**config.mk**
```make
export PLATFORM = sky130hd
export DESIGN_NAME = i2s_tx_stereo_slave
export DESIGN_NICKNAME = d
export VERILOG_FILES = /design/src/rtl/i2s_tx_stereo_slave.sv
export SDC_FILE = /design/constraint.sdc
export NUM_CORES = 1
export LEC_CHECK = 0
export CAP_MARGIN = 20
export CORE_ASPECT_RATIO = 1.25
export CORE_MARGIN = 5
export CORE_UTILIZATION = 49
export CTS_BUF_LIST = sky130_fd_sc_hd__clkbuf_8
export DETAILED_ROUTE_END_ITERATION = 10
export HOLD_SLACK_MARGIN = 0.1
export PLACE_DENSITY = 0.83
export SETUP_SLACK_MARGIN = 0.5
export SKIP_CTS_REPAIR_TIMING = 1
export SLEW_MARGIN = 20
export SYNTH_ARGS = -nofsm -noshare
export SYNTH_HDL_FRONTEND = slang
export SYNTH_SLANG_ARGS = --single-unit
```
**constraint.sdc**
```tcl
create_clock -name clk -period 1.8 [get_ports clk]
set_clock_uncertainty 0.1 [all_clocks]
set_input_delay 0.36 -clock clk [delete_from_list [all_inputs] [get_ports clk]]
set_output_delay 0.36 -clock clk [all_outputs]
set_load 0.05 [all_outputs]
```
**src/rtl/i2s_tx_stereo_slave.sv**
```systemverilog
// Device-side I2S transmitter: oversamples external BCLK/WS and shifts stereo words out MSB-first
// with the one-bit I2S delay. Define I2S_TX_SD_OE_EN to add the sd_oe tristate-enable output.
module i2s_tx_stereo_slave #(
   parameter int WORD_WIDTH  = 24,
   parameter int SYNC_STAGES = 2
) (
   input  logic                         clk,
   input  logic                         reset_n,
   input  logic                         bclk_in,
   input  logic                         lrclk_in,
   input  logic signed [WORD_WIDTH-1:0] left_in,
   input  logic signed [WORD_WIDTH-1:0] right_in,
   input  logic                         in_valid,
   output logic                         in_ready,
   output logic                         sdata,
   output logic                         frame_start,
`ifdef I2S_TX_SD_OE_EN
   output logic                         sd_oe,
`endif
   output logic                         underrun
);

   typedef enum logic {ST_SEEK = 1'b0, ST_RUN = 1'b1} state_t;

   localparam logic [5:0] W_LEN   = 6'(WORD_WIDTH);
   localparam logic [5:0] CNT_MAX = 6'd63;

   logic [SYNC_STAGES-1:0] r_bclk_sync;
   logic [SYNC_STAGES-1:0] r_lrclk_sync;
   logic                   r_bclk_d;
   logic                   r_ws_s;
   logic                   r_ws_prev;
   state_t                 r_state;
   logic [WORD_WIDTH-1:0]  r_hold_l;
   logic [WORD_WIDTH-1:0]  r_hold_r;
   logic                   r_hold_full;
   logic [WORD_WIDTH-1:0]  r_act_l;
   logic [WORD_WIDTH-1:0]  r_act_r;
   logic [WORD_WIDTH-1:0]  r_shift;
   logic [5:0]             r_bit_cnt;
   logic                   r_sdata;
   logic                   r_frame_start;
   logic                   r_underrun;
`ifdef I2S_TX_SD_OE_EN
   logic                   r_sd_oe;
`endif

   logic                   w_bclk_s;
   logic                   w_rise;
   logic                   w_fall;
   logic                   w_slot_edge;
   logic                   w_slot_start;
   logic                   w_left_start;
   logic                   w_load;
   logic                   w_accept;
   logic [WORD_WIDTH-1:0]  w_start_word;

   assign w_bclk_s     = r_bclk_sync[SYNC_STAGES-1];
   assign w_rise       = w_bclk_s & ~r_bclk_d;
   assign w_fall       = ~w_bclk_s & r_bclk_d;
   assign w_slot_edge  = r_ws_s ^ r_ws_prev;
   // A 0->1 edge only counts once running; a 1->0 edge starts a left slot in either state.
   assign w_slot_start = w_fall & w_slot_edge & ((r_state == ST_RUN) | ~r_ws_s);
   assign w_left_start = w_slot_start & ~r_ws_s;
   assign w_load       = w_left_start & r_hold_full;
   assign w_accept     = in_valid & ~r_hold_full;
   assign w_start_word = r_ws_s ? r_act_r : (r_hold_full ? r_hold_l : r_act_l);

   assign in_ready    = ~r_hold_full;
   assign sdata       = r_sdata;
   assign frame_start = r_frame_start;
   assign underrun    = r_underrun;
`ifdef I2S_TX_SD_OE_EN
   assign sd_oe       = r_sd_oe;
`endif

   // NOTE: non-blocking assignments so every flop samples pre-edge values regardless of statement order.
   always_ff @(posedge clk or negedge reset_n) begin
      if (!reset_n) begin
         r_bclk_sync  <= '0;
         r_lrclk_sync <= '0;
         r_bclk_d     <= 1'b0;
      end else begin
         r_bclk_sync  <= {r_bclk_sync[SYNC_STAGES-2:0], bclk_in};
         r_lrclk_sync <= {r_lrclk_sync[SYNC_STAGES-2:0], lrclk_in};
         r_bclk_d     <= w_bclk_s;
      end
   end

   always_ff @(posedge clk or negedge reset_n) begin
      if (!reset_n) begin
         r_ws_s        <= 1'b0;
         r_ws_prev     <= 1'b0;
         r_state       <= ST_SEEK;
         r_hold_l      <= '0;
         r_hold_r      <= '0;
         r_hold_full   <= 1'b0;
         r_act_l       <= '0;
         r_act_r       <= '0;
         r_shift       <= '0;
         r_bit_cnt     <= '0;
         r_sdata       <= 1'b0;
         r_frame_start <= 1'b0;
         r_underrun    <= 1'b0;
`ifdef I2S_TX_SD_OE_EN
         r_sd_oe       <= 1'b0;
`endif
      end else begin
         r_frame_start <= 1'b0;
         r_underrun    <= 1'b0;

         // WS is captured mid-bit on the rise and compared across consecutive falls.
         if (w_rise) r_ws_s    <= r_lrclk_sync[SYNC_STAGES-1];
         if (w_fall) r_ws_prev <= r_ws_s;

         // Accept and load are exclusive: accept needs an empty buffer, load a full one.
         if (w_accept) begin
            r_hold_l    <= left_in;
            r_hold_r    <= right_in;
            r_hold_full <= 1'b1;
         end else if (w_load) begin
            r_hold_full <= 1'b0;
         end

         if (w_load) begin
            r_act_l <= r_hold_l;
            r_act_r <= r_hold_r;
         end

         if (w_slot_start) begin
            r_state   <= ST_RUN;
            r_sdata   <= w_start_word[WORD_WIDTH-1];
            r_shift   <= w_start_word << 1;
            r_bit_cnt <= 6'd1;
`ifdef I2S_TX_SD_OE_EN
            r_sd_oe   <= 1'b1;
`endif
            if (w_left_start) begin
               r_frame_start <= 1'b1;
               r_underrun    <= ~r_hold_full;
            end
         end else if (w_fall && (r_state == ST_RUN)) begin
            if (r_bit_cnt < W_LEN) begin
               r_sdata <= r_shift[WORD_WIDTH-1];
               r_shift <= r_shift << 1;
`ifdef I2S_TX_SD_OE_EN
               r_sd_oe <= 1'b1;
`endif
            end else begin
               r_sdata <= 1'b0;
`ifdef I2S_TX_SD_OE_EN
               r_sd_oe <= 1'b0;
`endif
            end
            if (r_bit_cnt != CNT_MAX) r_bit_cnt <= r_bit_cnt + 6'd1;
         end
      end
   end

endmodule

```
### Word-level counts from Yosys, hierarchy flattened

Cells that the tools add are included.

* reduce and logical (&&, ||, !) cells: 7
* add/subtract/negate cells: 1
* bitwise operators: 13
* eq/ne operators: 1
* mux-type cells: 17
* magnitude comparators: 1

Operator list (number)
* two-way mux 24 bit: 5
* two-way mux 6 bit: 3
* two-way mux 1 bit: 9
* nonzero test 2 bit: 4
* AND 1 bit: 7
* adder 6 x 1 -> 6 bit, second input constant: 1
* less-than comparator 6 x 5 -> 1 bit, second input constant: 1
* inequality test 6 bit, second input constant: 1
* NOT 1 bit: 4
* AND reduction 2 bit: 2
* logical AND 1 bit: 1
* OR 1 bit: 1
* bitwise XOR 1 bit: 1

* output and inout port bits: 4
* input port bits: 53
* register bits: 138

### Longest topological paths before layout

Gate-level depths: netlist of the first run.

* depth in word-level cells: 8
* mapped depth: 8
* depth with buffers taken out: 5

### Worst setup path after synthesis of the first run

No wires, ideal clock.

* kind: register to register
* start point: register r_ws_s
* end point: register r_shift[10]
* setup time: 0.123 ns
* stages on the path, launching flop included: 7
* required time: 1.577 ns
* slack: 0.077 ns
* data arrival time: 1.500 ns
* period minus slack after synthesis: 1.723 ns
* cells stage by stage: dfrtp_1 > buf_6 > xnor2_2 > nand2_2 > or3_4 > buf_6 > o221a_2

* word-level cells in the longest chain between the ends: 5

RTL lines
* from (decl): RTL line 31 `logic r_ws_s;`
* from (signal assigned): RTL line 113 `if (w_rise) r_ws_s <= r_lrclk_sync[SYNC_STAGES-1];`
* bitwise XOR 1 bit or NOT 1 bit (tied branches): RTL line 61, 63
* AND 1 bit or OR 1 bit (tied branches): RTL line 63 `assign w_slot_start = w_fall & w_slot_edge & ((r_state == ST_RUN) | ~r_ws_s);`
* AND 1 bit: RTL line 63
* nonzero test 2 bit (no line)
* AND reduction 2 bit (no line)
* to (signal assigned): RTL line 133 `r_shift <= w_start_word << 1;`
* to (signal assigned): RTL line 145 `r_shift <= r_shift << 1;`
* to (decl): RTL line 39 `logic [WORD_WIDTH-1:0] r_shift;`

Several ways; a longest one is shown, not always the timed one.
A chain may end at the register's enable or synchronous reset.

### Worst setup path after layout of the first run

* start point: register r_bclk_sync[1]
* end point: register r_shift[2]

* word-level cells in the longest chain between the ends: 6

RTL lines
* from (decl): RTL line 28 `logic [SYNC_STAGES-1:0] r_bclk_sync;`
* from (signal assigned): RTL line 84 `r_bclk_sync <= {r_bclk_sync[SYNC_STAGES-2:0], bclk_in};`
* NOT 1 bit *: RTL line 60 `assign w_fall = ~w_bclk_s & r_bclk_d;`
* AND 1 bit *: RTL line 60
* AND 1 bit (2 in series): RTL line 63
* nonzero test 2 bit (no line)
* AND reduction 2 bit (no line)

Mark *: on every way between the ends. The rest lies on a longest branch, timed or not.

==> results by group, run 1 <==
Run status
  • Status: finished, final reports clean

Setup path
  • Critical path peak fanout: 6
  • Crit. End Element: register
  • R2r setup slk: 50 ps
  • Worst reg-to-reg path cell count: 4
  • R2r endpoint: r_shift[2]$_DFFE_PN0P_
  • Worst R2R Start: r_bclk_sync[1]$_DFF_PN0_
  • Worst setup SP type: register
  • Crit path kind: register to register
  • Critical Path RT: 2030 ps
  • Critical Path AT: 1990 ps

Cells and area
  • Final net count: around 540
  • Post-Layout Cell Count: 664
  • Most frequent cells in the layout: 133 x dfrtp_1, 74 x mux2_4, 51 x clkdlybuf4s50_1
  • Synthesis-to-finish area growth: 33.3%
  • Commonest non-fill, non-tap cell in the layout: dfrtp_1
  • Layout cell share with drive strength beyond 1: 43.5%
  • Diode count: 0
  • Design Area, Final: between 7000 and 8000 um2

GRT
  • Initial antenna violation count: 0
  • First-pass GRT wire length: 19700 um
  • Vias in the first global route: ~3900
  • Total grt overflow: 0
  • Largest net degree at the start of global routing: 47
  • Total GRT Usage: about 18%

Placed design
  • Placement Cell Area: 6930 um2
  • RD Place Congestion: between 0.8 and 0.9
  • DP HPWL: 7840 um
  • Port-buffer cells: 56
  • Placed cell count: 612

Routing
  • DRT antenna net count: 0
  • DRC: 0
  • Drt wl/cell: roughly 20 um
  • DR iter-0 viols: 238
  • Vias: around 3700
  • Vias per cell: 5.64
  • Drt first pass iters: 4
  • Final wirelength: 13400 um

Yosys
  • Register area share after synthesis: approximately three fifths
  • Post-synth ARST share: 100%
  • Count of cell types in the netlist: 43
  • #FFs+latches synth: 137
  • Mapped Cells: 390
  • Yosys top cell area share: 59.1%
  • Synth top area cells: dfrtp_1 59%, mux2_2 17%, mux2i_1 4.3%
  • Mean post-synth cell area: 14.9 um2
  • Ys Warns: 0
  • Number of flops mapped to enable cells by yosys: 0
  • Synthesized area: 5800 um2
  • Largest area contributor in the netlist: dfrtp_1
  • Post-Syn Nets: roughly 440
  • Most used DFF post-synth: dfrtp_1

Worst hold path
  • Worst min-delay path startpoint: bclk_in
  • Min-Delay Path Class: input pin to register
  • WHS Path Cells: 1
  • Hold path endpoint: r_bclk_sync[0]$_DFF_PN0_

CTS
  • H-tree depth: 4
  • CTS buffer count: 17
  • CTS clk-pin slew, worst paths: 80 ps
  • CTS max path bufs: 2
  • Clock sinks: 137
  • Root Driver: clkbuf_8
  • Skew-Pair Late Insertion Delay: 450 ps
  • TritonCTS clock tree: done

Die
  • # rows: 44
  • Initial Util: 49.9%
  • Die width: 107 um
  • Core Region: roughly 12000 um2
  • Die ar.: between 10000 and 15000 um2
  • Die height: 132 um
  • # IOs: 57

Timing
  • RSZ-0062 raised after global routing: true
  • Tcrit/Tclk final: 97.5%
  • Final Slew Violations: 0
  • Tmin final: 1750 ps
  • Hold Vio Cnt, Final: 0
  • Least-Margin Pin Slew: approximately 450 ps
  • Setup violations, final: 0
  • Fmax: approximately 570 MHz
  • Relative slew slack: 70.0%
  • Min Hold Slack: 252 ps

Pwr
  • Leakage: about 3.6 nW
  • Peak supply drop: 740 uV
  • PwrDens: 1430 nW/um2

Run
  • Max-cap viol count: 0
-- where the power goes --
| part | total [W] | switching, W | internal, W |
|---|---|---|---|
| clock network | 0.00232 | 0.00116 | 0.00117 |
| logic | 0.00322 | 0.000995 | 0.00222 |
| registers | 0.00552 | 0.00103 | 0.00449 |
| total | 0.0111 | 0.00318 | 0.00788 |
-- cells in the mapped netlist, drive strengths merged (2+ instances only) --
library cell and number:
and3 2, o21ai 5, and3b 2, clkbuf 2, o21a 2, or3 2
nand2b 2, a21oi 4, mux2i 25, and2b 2, o221a 22, nor2b 5
mux2 97, nand4 2, buf 20, nand2 13, a2bb2oi 22, a22o 2
nand3 3, nor2 5, dfrtp 137, and2 3
-- flip-flops by register name, indices dropped and copies added (netlist names) --
register / flops
frame_start: 1
r_act_l: 24
r_act_r: 24
r_bclk_d: 1
r_bclk_sync: 2
r_bit_cnt: 6
r_hold_full: 1
r_hold_l: 24
r_hold_r: 24
r_lrclk_sync: 2
r_shift: 23
r_state: 1
r_ws_prev: 1
r_ws_s: 1
sdata: 1
underrun: 1
-- how the worst max path moves through the flow --
| stage | startpoint | end | depth (start not counted) |
|---|---|---|---|
| after floorplan | r_ws_s$_DFFE_PN0P_ | r_act_l[14]$_DFFE_PN0P_ | 8 |
| after CTS | r_hold_full$_DFFE_PN0P_ | in_ready | 2 |
| after detailed placement | in_valid | r_hold_r[8]$_DFFE_PN0P_ | 4 |
| after global placement | in_valid | r_hold_r[8]$_DFFE_PN0P_ | 4 |
| final | r_bclk_sync[1]$_DFF_PN0_ | r_shift[2]$_DFFE_PN0P_ | 4 |
| after global routing | r_ws_s$_DFFE_PN0P_ | r_shift[5]$_DFFE_PN0P_ | 6 |
-- area by class of cell --
type,instances,area (um2)
clock buffer,20,275
sequential,137,3440
inverter,2,16.3
fill,760,3890
multi-input combinational,231,2550
clock inverter,12,85.1
tap,161,201
timing repair buffer,101,1160
-- kinds of logic after synthesis --
family	Yosys count	synth area share (%)
xor+xnor	1	0.281
fa+ha+maj	1	0.216
flops	137	59.1
compound gates	63	9.75
buf+inv	24	2.59
mux	122	23.7
simple gates	42	4.31
-- critical path, cell delays in order, from the launching register on --
cell     delay [ps]
dfrtp_1         390
and3b_2         320
nand2_4          90
or3_4           450
o221a_2         300
-- routing by layer --
metal,up-vias,wire length (um),GRT usage (%),part of all wire (%)
li1,1657,-,-,-
met1,1940,5650,22.4,42
met2,118,6930,28.6,52
met3,30,584,4.32,4.3
met4,0,264,6.68,2.0
met5,-,0,0,0
-- per-stage QoR --
stage	utilization, %	worst slack, ps	power [W]	setup TNS [ps]
2_1_floorplan	-	95.9	0.00744	0
3_3_place_gp	59.6	-74.4	0.00808	-2490
3_5_place_dp	59.6	-93.8	0.00832	-2730
4_1_cts	62.7	-93.7	0.0107	-109
5_1_grt	66.5	0.897	0.0116	0
6_report	66.5	45.6	0.0111	0
(Power assumes the default switching activity.)
==> run 2, diff against run 1 <==
- SETUP_SLACK_MARGIN: 0.5 -> default
==> run 2 against run 1 <==
Against the previous run:
- total power down 4.6%
- combinational power shrank 19%
- count of clock-buffer cells in the layout fell by 2
- core utilization shrank 4.3 points
- design area decreased by 6.5%
- sequential share of layout area increased by 3.0 points
- maximum frequency is 0.60% higher
- register-to-register slack hardly changed
- flip-flop and latch count unchanged
- critical path depth up 2
- hold slack better by 5.0 ps
- global-route usage is 0.62 points lower
- critical path type unchanged
==> results by group, run 2 (same netlist as run 1, synthesis figures left out) <==
Run status
  • Status: finished, final reports clean

Cells and area
  • Layout cell share with drive strength beyond 1: 40.5% (-3.0 points)
  • Commonest non-fill, non-tap cell in the layout: dfrtp_1
  • Util after Layout: 62.2% (-4.3 points)
  • Synthesis-to-finish area growth: 24.6%
  • Post-Layout Cell Count: 650 (-2.1%)
  • Filler instances: 839 (+10%)
  • Diode count: 0 (unchanged)
  • Most frequent cells in the layout: 134 x dfrtp_1, 88 x mux2_2, 51 x clkdlybuf4s50_1
  • Final net count: 530 (-2.6%)

CTS
  • Root Driver: clkbuf_8
  • Skew-Pair Late Insertion Delay: 430 ps (-20 ps)
  • CTS max path bufs: 2 (unchanged)
  • CTS buffer count: 17 (unchanged)
  • CTS clk-pin slew, worst paths: 70 ps (about the same)
  • Clock sinks: 137 (unchanged)
  • H-tree depth: 4 (unchanged)
  • TritonCTS clock tree: done

Die
  • # IOs: 57 (unchanged)
  • Initial Util: 49.9% (unchanged)
  • Die width: 107 um (unchanged)
  • Core Region: 11600 um2 (unchanged)
  • Die ar.: 14100 um2 (unchanged)
  • Die height: 132 um (unchanged)
  • # rows: 44 (unchanged)

Pwr
  • Peak supply drop: 714 uV (-3.5%)
  • Leakage: 3.27 nW (-9.6%)
  • PwrDens: 1460 nW/um2 (+2.0%)

Worst hold path
  • Worst min-delay path startpoint: r_lrclk_sync[0]$_DFF_PN0_
  • Min-Delay Path Class: register to register
  • WHS Path Cells: 0 (-1)
  • Hold path endpoint: r_lrclk_sync[1]$_DFF_PN0_

Placed design
  • DP HPWL: 7480 um (-4.5%)
  • Port-buffer cells: 56 (unchanged)
  • RD Place Congestion: 0.774 (-5.6%)
  • Placed cell count: 605 (-1.1%)

Routing
  • DRT antenna net count: 0 (unchanged)
  • Vias: 3590 (-4.1%)
  • Drt first pass iters: 4 (unchanged)
  • DRC: 0 (unchanged)
  • Drt wl/cell: 18.0 um (-11%)
  • Vias per cell: 5.52 (-2.1%)
  • Final wirelength: 11700 um (-13%)
  • DR iter-0 viols: 213 (-11%)

Timing
  • Tcrit/Tclk final: 96.9% (-0.58 points)
  • Least-Margin Pin Slew: 560 ps (+109 ps)
  • Hold Vio Cnt, Final: 0 (unchanged)
  • Setup violations, final: 0 (unchanged)
  • Relative slew slack: 62.3% (-7.6 points)
  • Final Slew Violations: 0 (unchanged)
  • Fmax: 573 MHz (+0.60%)
  • Tmin final: 1740 ps (-10.5 ps)

Setup path
  • Critical Path AT: 1960 ps (-30 ps)
  • R2r setup slk: 60 ps (about the same)
  • Worst setup SP type: register
  • Critical Path RT: 2010 ps (-20 ps)
  • Crit path kind: register to register
  • R2r endpoint: r_shift[18]$_DFFE_PN0P_
  • Critical path peak fanout: 22 (+16)
  • Worst reg-to-reg path cell count: 6 (+2)
  • Worst R2R Start: r_ws_s$_DFFE_PN0P_
  • Crit. End Element: register

GRT
  • Total grt overflow: 0 (unchanged)
  • First-pass GRT wire length: 18800 um (-4.4%)
  • Vias in the first global route: 3805 (-3.0%)
  • Largest net degree at the start of global routing: 52 (+11%)
  • Initial antenna violation count: 0 (unchanged)
  • Total GRT Usage: 16.9% (-0.62 points)

Run
  • Max-cap viol count: 0 (unchanged)
[run 2: final cells by class]
type / instances / area (um2) / area share (%)
inverters: 2 / 10.0 / 0.139
clock buffers: 18 / 248 / 3.43
multi-input cells: 231 / 2270 / 31.5
well taps: 161 / 201 / 2.79
repair buffers: 87 / 903 / 12.5
clock inverters: 14 / 158 / 2.18
flip-flops and latches: 137 / 3430 / 47.5
[run 2: worst max path at each step]
stage	start	to	slack [ps]	cells past startpoint
3_5_place_dp	in_valid	r_hold_r[23]$_DFFE_PN0P_	-80	4
3_3_place_gp	in_valid	r_hold_l[21]$_DFFE_PN0P_	-20	4
4_1_cts	r_hold_full$_DFFE_PN0P_	in_ready	-210	3
2_1_floorplan	r_ws_s$_DFFE_PN0P_	r_shift[10]$_DFFE_PN0P_	80	6
6_report	r_ws_s$_DFFE_PN0P_	r_shift[18]$_DFFE_PN0P_	60	6
5_1_grt	r_hold_full$_DFFE_PN0P_	in_ready	-10	3
[run 2: critical path: stages, from the launching register on]
cell and delay [ps]:
dfrtp_2 470, xnor2_2 180, buf_4 140, o21ai_0 110, and2_1 210, buf_12 160
o221a_2 250
[run 2: layer usage]
metal  wire [um]  part of all wire, %  vias to the layer above  track usage, %
met3         368                  3.1                       19            4.71
li1            -                    -                     1628               -
met1        4980                   43                     1866            20.8
met5           0                    0                        -               0
met2        6110                   52                       77            28.0
met4         239                  2.0                        0            6.40
[run 2: power by group]
group	internal [W]	switching [W]	leakage (nW)	total (W)
Combinational	0.00173	0.000880	1.44	0.00261
Clock	0.00139	0.00114	0.207	0.00252
Sequential	0.00449	0.000931	1.62	0.00542
Total	0.00761	0.00295	3.27	0.0106
[run 2: through the flow]
step	total power, W	cell area, um2	hold WS [ps]	TNS [ps]	setup WS (ps)
after floorplan	0.00712	5800	-35.6	0	77.1
after global placement	0.00772	6670	192	-506	-21.3
after detailed placement	0.00794	6670	195	-2640	-78.4
after CTS	0.0105	7080	-275	-645	-207
after global routing	0.0111	7230	250	-13.2	-13.2
final	0.0106	7230	257	0	56.1
==> run 3, diff against run 2 <==
- ABC_CLOCK_PERIOD_IN_PS: default -> 1800
==> results of run 3 <==
Final layout, timing and power as in run 2 (identical DEF).
